### config.mk
export PLATFORM = sky130hd
export DESIGN_NAME = sr_frame_rx
export DESIGN_NICKNAME = d
export VERILOG_FILES = /design/src/rtl/sr_frame_rx.sv
export SDC_FILE = /design/constraint.sdc
export NUM_CORES = 1
export LEC_CHECK = 0
export CAP_MARGIN = 25
export CORE_ASPECT_RATIO = 1.25
export CORE_MARGIN = 2
export CORE_UTILIZATION = 50
export DETAILED_ROUTE_END_ITERATION = 8
export PLACE_DENSITY = 0.82
export SYNTH_ARGS = -nofsm -noshare
export SYNTH_HDL_FRONTEND = slang
export SYNTH_SLANG_ARGS = --single-unit
### constraint.sdc
create_clock -name clk -period 4.35 [get_ports clk]
set_clock_uncertainty 0.2 [all_clocks]
set_input_delay 1.305 -clock clk [delete_from_list [all_inputs] [get_ports clk]]
set_output_delay 1.305 -clock clk [all_outputs]
set_load 0.05 [all_outputs]
### src/rtl/sr_frame_rx.sv
// sr_frame_rx: frame receiver fed by a 4-bit serial shift-register window.
// Hunts for SYNC_PAT on the window, collects DATA_BITS bits MSB-first from
// win[0], then offers the word on a valid/ready handshake and counts accepted
// frames.
// Optional feature macro: PARITY_CHECK_EN adds a trailing even-parity bit per
// frame and a one-cycle parity_err pulse on failure.
module sr_frame_rx #(
  parameter logic [3:0]  SYNC_PAT  = 4'b1011,
  parameter int unsigned DATA_BITS = 8,
  parameter int unsigned CNT_W     = 8
) (
  input  logic                 clk,
  input  logic                 rst,
  input  logic [3:0]           win,
  input  logic                 data_ready,
  output logic [DATA_BITS-1:0] data_out,
  output logic                 data_valid,
  output logic                 busy,
  output logic [CNT_W-1:0]     frame_cnt,
  output logic                 parity_err
);

  localparam int unsigned BC_W = $clog2(DATA_BITS + 1);

  typedef enum logic [1:0] {
    S_HUNT,
    S_COLLECT,
`ifdef PARITY_CHECK_EN
    S_PARITY,
`endif
    S_DONE
  } state_t;

  state_t               state, state_n;
  logic [DATA_BITS-1:0] shreg, shreg_n;
  logic [BC_W-1:0]      bit_cnt, bit_cnt_n;
  logic [DATA_BITS-1:0] data_out_n;
  logic                 data_valid_n;
  logic                 busy_n;
  logic [CNT_W-1:0]     frame_cnt_n;
  logic                 parity_err_n;
  logic                 parity_err_q;

  // State and registered outputs; synchronous reset drops any partial frame.
  always_ff @(posedge clk) begin
    if (rst) begin
      state        <= S_HUNT;
      shreg        <= '0;
      bit_cnt      <= '0;
      data_out     <= '0;
      data_valid   <= 1'b0;
      busy         <= 1'b0;
      frame_cnt    <= '0;
      parity_err_q <= 1'b0;
    end else begin
      state        <= state_n;
      shreg        <= shreg_n;
      bit_cnt      <= bit_cnt_n;
      data_out     <= data_out_n;
      data_valid   <= data_valid_n;
      busy         <= busy_n;
      frame_cnt    <= frame_cnt_n;
      parity_err_q <= parity_err_n;
    end
  end

  // Next-state and next-output logic.
  always_comb begin
    state_n      = state;
    shreg_n      = shreg;
    bit_cnt_n    = bit_cnt;
    data_out_n   = data_out;
    data_valid_n = data_valid;
    frame_cnt_n  = frame_cnt;
    parity_err_n = 1'b0;

    case (state)
      S_HUNT: begin
        if (win == SYNC_PAT) begin
          state_n   = S_COLLECT;
          bit_cnt_n = '0;
        end
      end

      // Sync patterns inside the payload are data, not a resync.
      S_COLLECT: begin
        shreg_n   = {shreg[DATA_BITS-2:0], win[0]};
        bit_cnt_n = bit_cnt + BC_W'(1);
        if (bit_cnt == BC_W'(DATA_BITS - 1)) begin
`ifdef PARITY_CHECK_EN
          state_n = S_PARITY;
`else
          data_out_n   = shreg_n;
          data_valid_n = 1'b1;
          state_n      = S_DONE;
`endif
        end
      end

`ifdef PARITY_CHECK_EN
      // Even parity over payload plus the trailing bit.
      S_PARITY: begin
        if ((^{shreg, win[0]}) == 1'b0) begin
          data_out_n   = shreg;
          data_valid_n = 1'b1;
          state_n      = S_DONE;
        end else begin
          parity_err_n = 1'b1;
          state_n      = S_HUNT;
        end
      end
`endif

      // Hold the word until accepted; serial bits here are dropped.
      S_DONE: begin
        if (data_valid && data_ready) begin
          data_valid_n = 1'b0;
          frame_cnt_n  = frame_cnt + CNT_W'(1);
          state_n      = S_HUNT;
        end
      end

      default: state_n = S_HUNT;
    endcase

    busy_n = (state_n != S_HUNT);
  end

`ifdef PARITY_CHECK_EN
  assign parity_err = parity_err_q;
`else
  assign parity_err = 1'b0;
`endif

endmodule
# --- After elaboration in Yosys (flattened, before gate mapping) ---
# Cells that the tools add are included.
word_totals:
  ff_bits: 31
  latchBits: 0
  ramBits: 0
  rom_bits: 0
  inputBits: 7
  output_inout_bits: 19
  wordCells: 34
  mem_count: 0
classes:
  add_sub_neg: 2
  n_mul: 0
  n_div: 0
  magnitude_cmp: 0
  n_eq_ne: 7
  shift: 0
  mux: 9
  bitwise: 0
  reduce_logical: 9
op_table:
  columns: ["cell", "n"]
  rows:
  - ["adder 8 x 1 -> 8 bit (second input constant)", 1]
  - ["one-hot mux 4 bit (2 select lines)", 1]
  - ["two-way mux 2 bit", 3]
  - ["inequality test 2 bit (second input constant)", 3]
  - ["one-hot mux 2 bit (3 select lines)", 1]
  - ["AND reduction 2 bit", 3]
  - ["nonzero test 2 bit", 3]
  - ["adder 4 x 1 -> 4 bit (second input constant)", 1]
  - ["equality test 4 x 3 -> 1 bit (second input constant)", 1]
  - ["equality test 4 bit (second input constant)", 1]
  - ["two-way mux 4 bit", 1]
  - ["AND reduction 3 bit", 1]
  - ["equality test 2 x 1 -> 1 bit (second input constant)", 1]
  - ["equality test 2 bit (second input constant)", 1]
  - ["logical NOT 2 bit", 1]
  - ["two-way mux 1 bit", 2]
  - ["one-hot mux 1 bit (2 select lines)", 1]
  - ["logical AND 1 bit", 1]

# --- Longest topological paths before layout ---
logic_depth:
  depth_word: 4
  depth_mapped: 6
  ltp_nobuf: 4

# --- Least setup slack after synthesis ---
# OpenSTA, ideal clock, no wires.
synth_path:
  kind: "input -> register"
  start: "input data_ready"
  end: "register frame_cnt[7]"
  setup_ns: 0.121
  t_arrival_ns: 2.149
  t_required_ns: 4.029
  path_slack_ns: 1.880
  path_stages: 4
  path_buffers: 1
  path_cell_list: "nand4b_4 buf_6 nor4_4 mux2_2"
synth_via:
  elab_chain_len: 2
synth_lines:
  columns: ["item", "line_no", "source"]
  rows:
  - ["start: declaration", "15", "input logic data_ready,"]
  - ["logical AND 1 bit", "116", "if (data_valid && data_ready) begin"]
  - ["AND reduction 2 bit (no source line)", null, null]
  - ["end signal: assignment", "62", "frame_cnt <= frame_cnt_n;"]
  - ["end: declaration", "19", "output logic [CNT_W-1:0] frame_cnt,"]
# No other way between the ends.
# A chain may end at the register's enable or synchronous reset.

# --- Worst setup path in the final report ---
layout_path:
  start: "register frame_cnt[2]"
  end: "output frame_cnt[2]"
# No word-level cell between the ends.

==> run_results.csv <==
group,metric,value,unit
sta,slack_of_the_critical_path,1.21,ns
global_routing,grt_max_degree,24,
detailed_routing,vias_per_cell,5.58,
detailed_routing,vias,1178,
critical_path,cp-start-kind,"flip-flop",
detailed_routing,wl_met3,105,um
sta,finalHoldViolations,0,
detailed_routing,routedLengthMet1,1110,um
cells_and_area,drive_gt1_share,6.21,%
sta,timing.final.setup_violations,0,
cells_and_area,antenna-diode-count,0,
critical_path,register_to_register_path_depth,3,
detailed_routing,route.final.wire_length,2630,um
yosys,ys.flop_type,"dfxtp_1",
global_routing,grt_overflow_total,0,
clock_tree,htree_num_levels,2,
sta,post-route-period-util,72.1,%
global_routing,first_global_vias,1030,
sta,final.min_clock_period,3.14,ns
clock_tree,root_buffer,"clkbuf_4",
yosys,synth_most_common_cell,"dfxtp_1",
floorplanning,rows,21,
floorplanning,io-pin-count,26,
yosys,post_synthesis_sequential_area_ratio,46.2,%
clock_tree,cts.hold.buffers_added,0,
clock_tree,clock_insertion_delay_worst_skew,0.34,ns
cells_and_area,finish.cell_count_without_fillers,211,
global_routing,grt_antenna_before_repair,0,
floorplanning,initial_utilization,51.1,%
sta,fin_tns_setup,0,ns
yosys,synth_common_cells,"31 x dfxtp_1, 24 x a21oi_1, 20 x nand2_1",
cells_and_area,fill_cells,244,
yosys,mappedNetlistArea,0.00134,sq mm
detailed_routing,drt-wirelength-per-cell,12.5,um
floorplanning,die-area,0.00312,sq mm
sta,max_freq,0.319,GHz
critical_path,cp_slowest_cell,"clkdlybuf4s50_1",
detailed_routing,wl_met2,1370,um
clock_tree,cts_buffer_depth,2,
pwr,cellPowerDensity,287,mW/mm^2
clock_tree,post_cts_resized,0,
sta,grt_setup_unrepaired,"false",
cells_and_area,flow.area_growth_from_synthesis,21.1,%
clock_tree,numClockSinks,31,
min_path,hold_path_class,"reg -> reg",
placed_design,gp_routability_congestion,0.689,
min_path,whs_endpoint,"shreg[6]$_SDFFE_PP0P_",
floorplanning,core_area,0.00263,sq mm
min_path,min_from,"shreg[5]$_SDFFE_PP0P_",
yosys,synth_enable_flop_cells,0,
cells_and_area,nNetsFinal,185,
detailed_routing,first_iter_violations,31,
critical_path,crit_chain,"clkdlybuf4s50_1",
yosys,netlist_cell_types,31,
critical_path,worstSetupEndpointType,"primary output",
clock_tree,post-cts-setup-buffer-count,0,
critical_path,crit_path_start,"frame_cnt[2]$_SDFFE_PP0P_",
yosys,synth.largest_area_cell,"dfxtp_1",
detailed_routing,detail_route.first_pass.iterations,4,
critical_path,worst_ep_arrival_time,1.63,ns
yosys,yosysTopAreaCellShare,46.2,%
critical_path,crit_type,"reg -> out",
yosys,yosysWarningCount,0,
detailed_routing,highest-signal-layer,"met4",
critical_path,worst_r2r_endpoint,"frame_cnt[5]$_SDFFE_PP0P_",
yosys,postSynth.asyncResetShare,0,%
run_status,status,"complete, no violations",
floorplanning,vertical_die_dimension,61.9,um
clock_tree,cts_buffer_count,5,
critical_path,worst-path-max-fanout,7,
critical_path,cp.required,2.84,ns
critical_path,critical_path.reg2reg.startpoint,"state[1]$_SDFF_PP0_",
min_path,min_delay_path_depth,2,
run,cap_viol_max_count,0,
sta,drv_slew,0,
yosys,synth.top_cells.by_area,"dfxtp_1 46%, a21oi_1 8.9%, nand2_1 5.6%",
yosys,ys_seq_elements,31,
placed_design,half_perimeter_wire_length_of_the_detailed_placement_result,1840,um
sta,timing.max_slew.rel_slack,66.9,%
sta,timing_worst_slew_pin_value,0.496,ns
floorplanning,die_w,50.3,um
detailed_routing,antenna_violating_nets_post_route,0,
global_routing,global_route.usage.total,18.8,%
cells_and_area,post-route-util,61.9,%
detailed_routing,drcViolationCount,0,
cells_and_area,finish.instance_area,0.00163,sq mm
clock_tree,cts_tree,"built",
yosys,syn-mean-instance-area,8.72,sq um
critical_path,cp_slowest_stage_delay,0.84,ns
placed_design,placed_cells_incl_taps,202,
placed_design,placement.io_buffers,24,
placed_design,pre_cts_ws,1.27,ns
pwr,power.ir.vdd_worst,0.000196,V
critical_path,worstPathBufferInverterCount,1,
critical_path,setup.reg_to_reg.worst_slack,2.53,ns
yosys,post_synth_inst_count,154,
critical_path,cp_top_family,"buffers and inverters",
clock_tree,reg_clk_slew_reported_paths,0.10,ns
yosys,synthesis.nets,163,
pwr,leakage,0.555,nW
placed_design,dpl_cell_area,0.00157,sq mm
global_routing,global_route_wire_length_before_repair,4340,um
[kinds of logic (layout without fill, tap and decap cells)]
group / Yosys count / in the layout / share of synthesized area (%)
AOI/OAI and AO/OA: 43 / 43 / 17.7
buffers and inverters: 16 / 39 / 6.24
DFF: 31 / 31 / 46.2
adders and majority gates: 2 / 2 / 1.86
other: 1 / 1 / 0.279
and+or+nand+nor: 56 / 56 / 24.0
xor gates and xnor gates: 1 / 1 / 0.652
muxes: 4 / 4 / 3.08
[metrics by stage]
stage | total power [mW] | hold WS (ns)
final | 0.467 | 0.264
after global routing | 0.487 | 0.296
after CTS | 0.469 | 0.267
after detailed placement | 0.315 | 0.254
after global placement | 0.315 | 0.245
after floorplan | 0.307 | 0.237
[flip-flops by register name, indices dropped and copies added (netlist names)]
signal / cells
state: 2
frame_cnt: 8
data_out: 8
shreg: 7
data_valid: 1
bit_cnt: 4
busy: 1
[worst max path at each step]
stage               depth (start not counted)                        end  slack [ns]
floorplan                                   4  frame_cnt[7]$_SDFFE_PP0P_        1.88
CTS                                         1               frame_cnt[2]        1.21
global route                                1               frame_cnt[2]        1.13
finish                                      1               frame_cnt[2]        1.21
detailed placement                          4  frame_cnt[5]$_SDFFE_PP0P_        1.27
global placement                            4  frame_cnt[5]$_SDFFE_PP0P_        1.33
[metal layers]
| layer | GRT usage [%] | vias up |
|---|---|---|
| met2 | 33.8 | 20 |
| li1 | - | 589 |
| met4 | 9.27 | 0 |
| met1 | 19.9 | 563 |
| met5 | 0 | - |
| met3 | 6.46 | 6 |
[cell type report]
cell class	count	area (sq um)	area share (%)
flip-flops and latches	31	621	38.2
clock buffers	7	45.0	2.77
clock inverters	1	5.00	0.308
inverters	5	18.8	1.15
multi-input cells	107	638	39.3
well taps	34	42.5	2.62
repair buffers	26	255	15.7
[cells in the final DEF (no fill, tap or decap)]
cell,Yosys,layout
a21o_1,1,1
nand4b_4,1,1
a21oi_1,24,24
nand3_1,11,11
clkdlybuf4s50_1,0,24
nor2b_1,2,2
mux2i_1,3,3
and3b_1,1,1
xor2_1,1,1
o31ai_1,4,4
or4_1,4,4
clkbuf_1,4,2
a211oi_1,1,1
nand3b_1,2,2
nand2b_1,4,4
ha_1,2,2
clkbuf_4,0,5
inv_1,5,5
nand4_1,1,1
conb_1,1,1
mux2_2,1,1
clkinv_2,0,1
nor4_4,1,1
buf_4,1,2
nand2_1,20,20
o221ai_1,1,1
dfxtp_1,31,31
o21ai_0,11,11
or3_1,2,2
nand4b_1,2,2
nor2_1,5,5
o32ai_1,1,1
[power breakdown]
group | total [mW] | switching [mW] | internal, mW
clock network | 0.158 | 0.0951 | 0.0629
logic | 0.0231 | 0.0140 | 0.00910
registers | 0.286 | 0.00128 | 0.285
No activity file was read; power rests on OpenSTA's default activity.
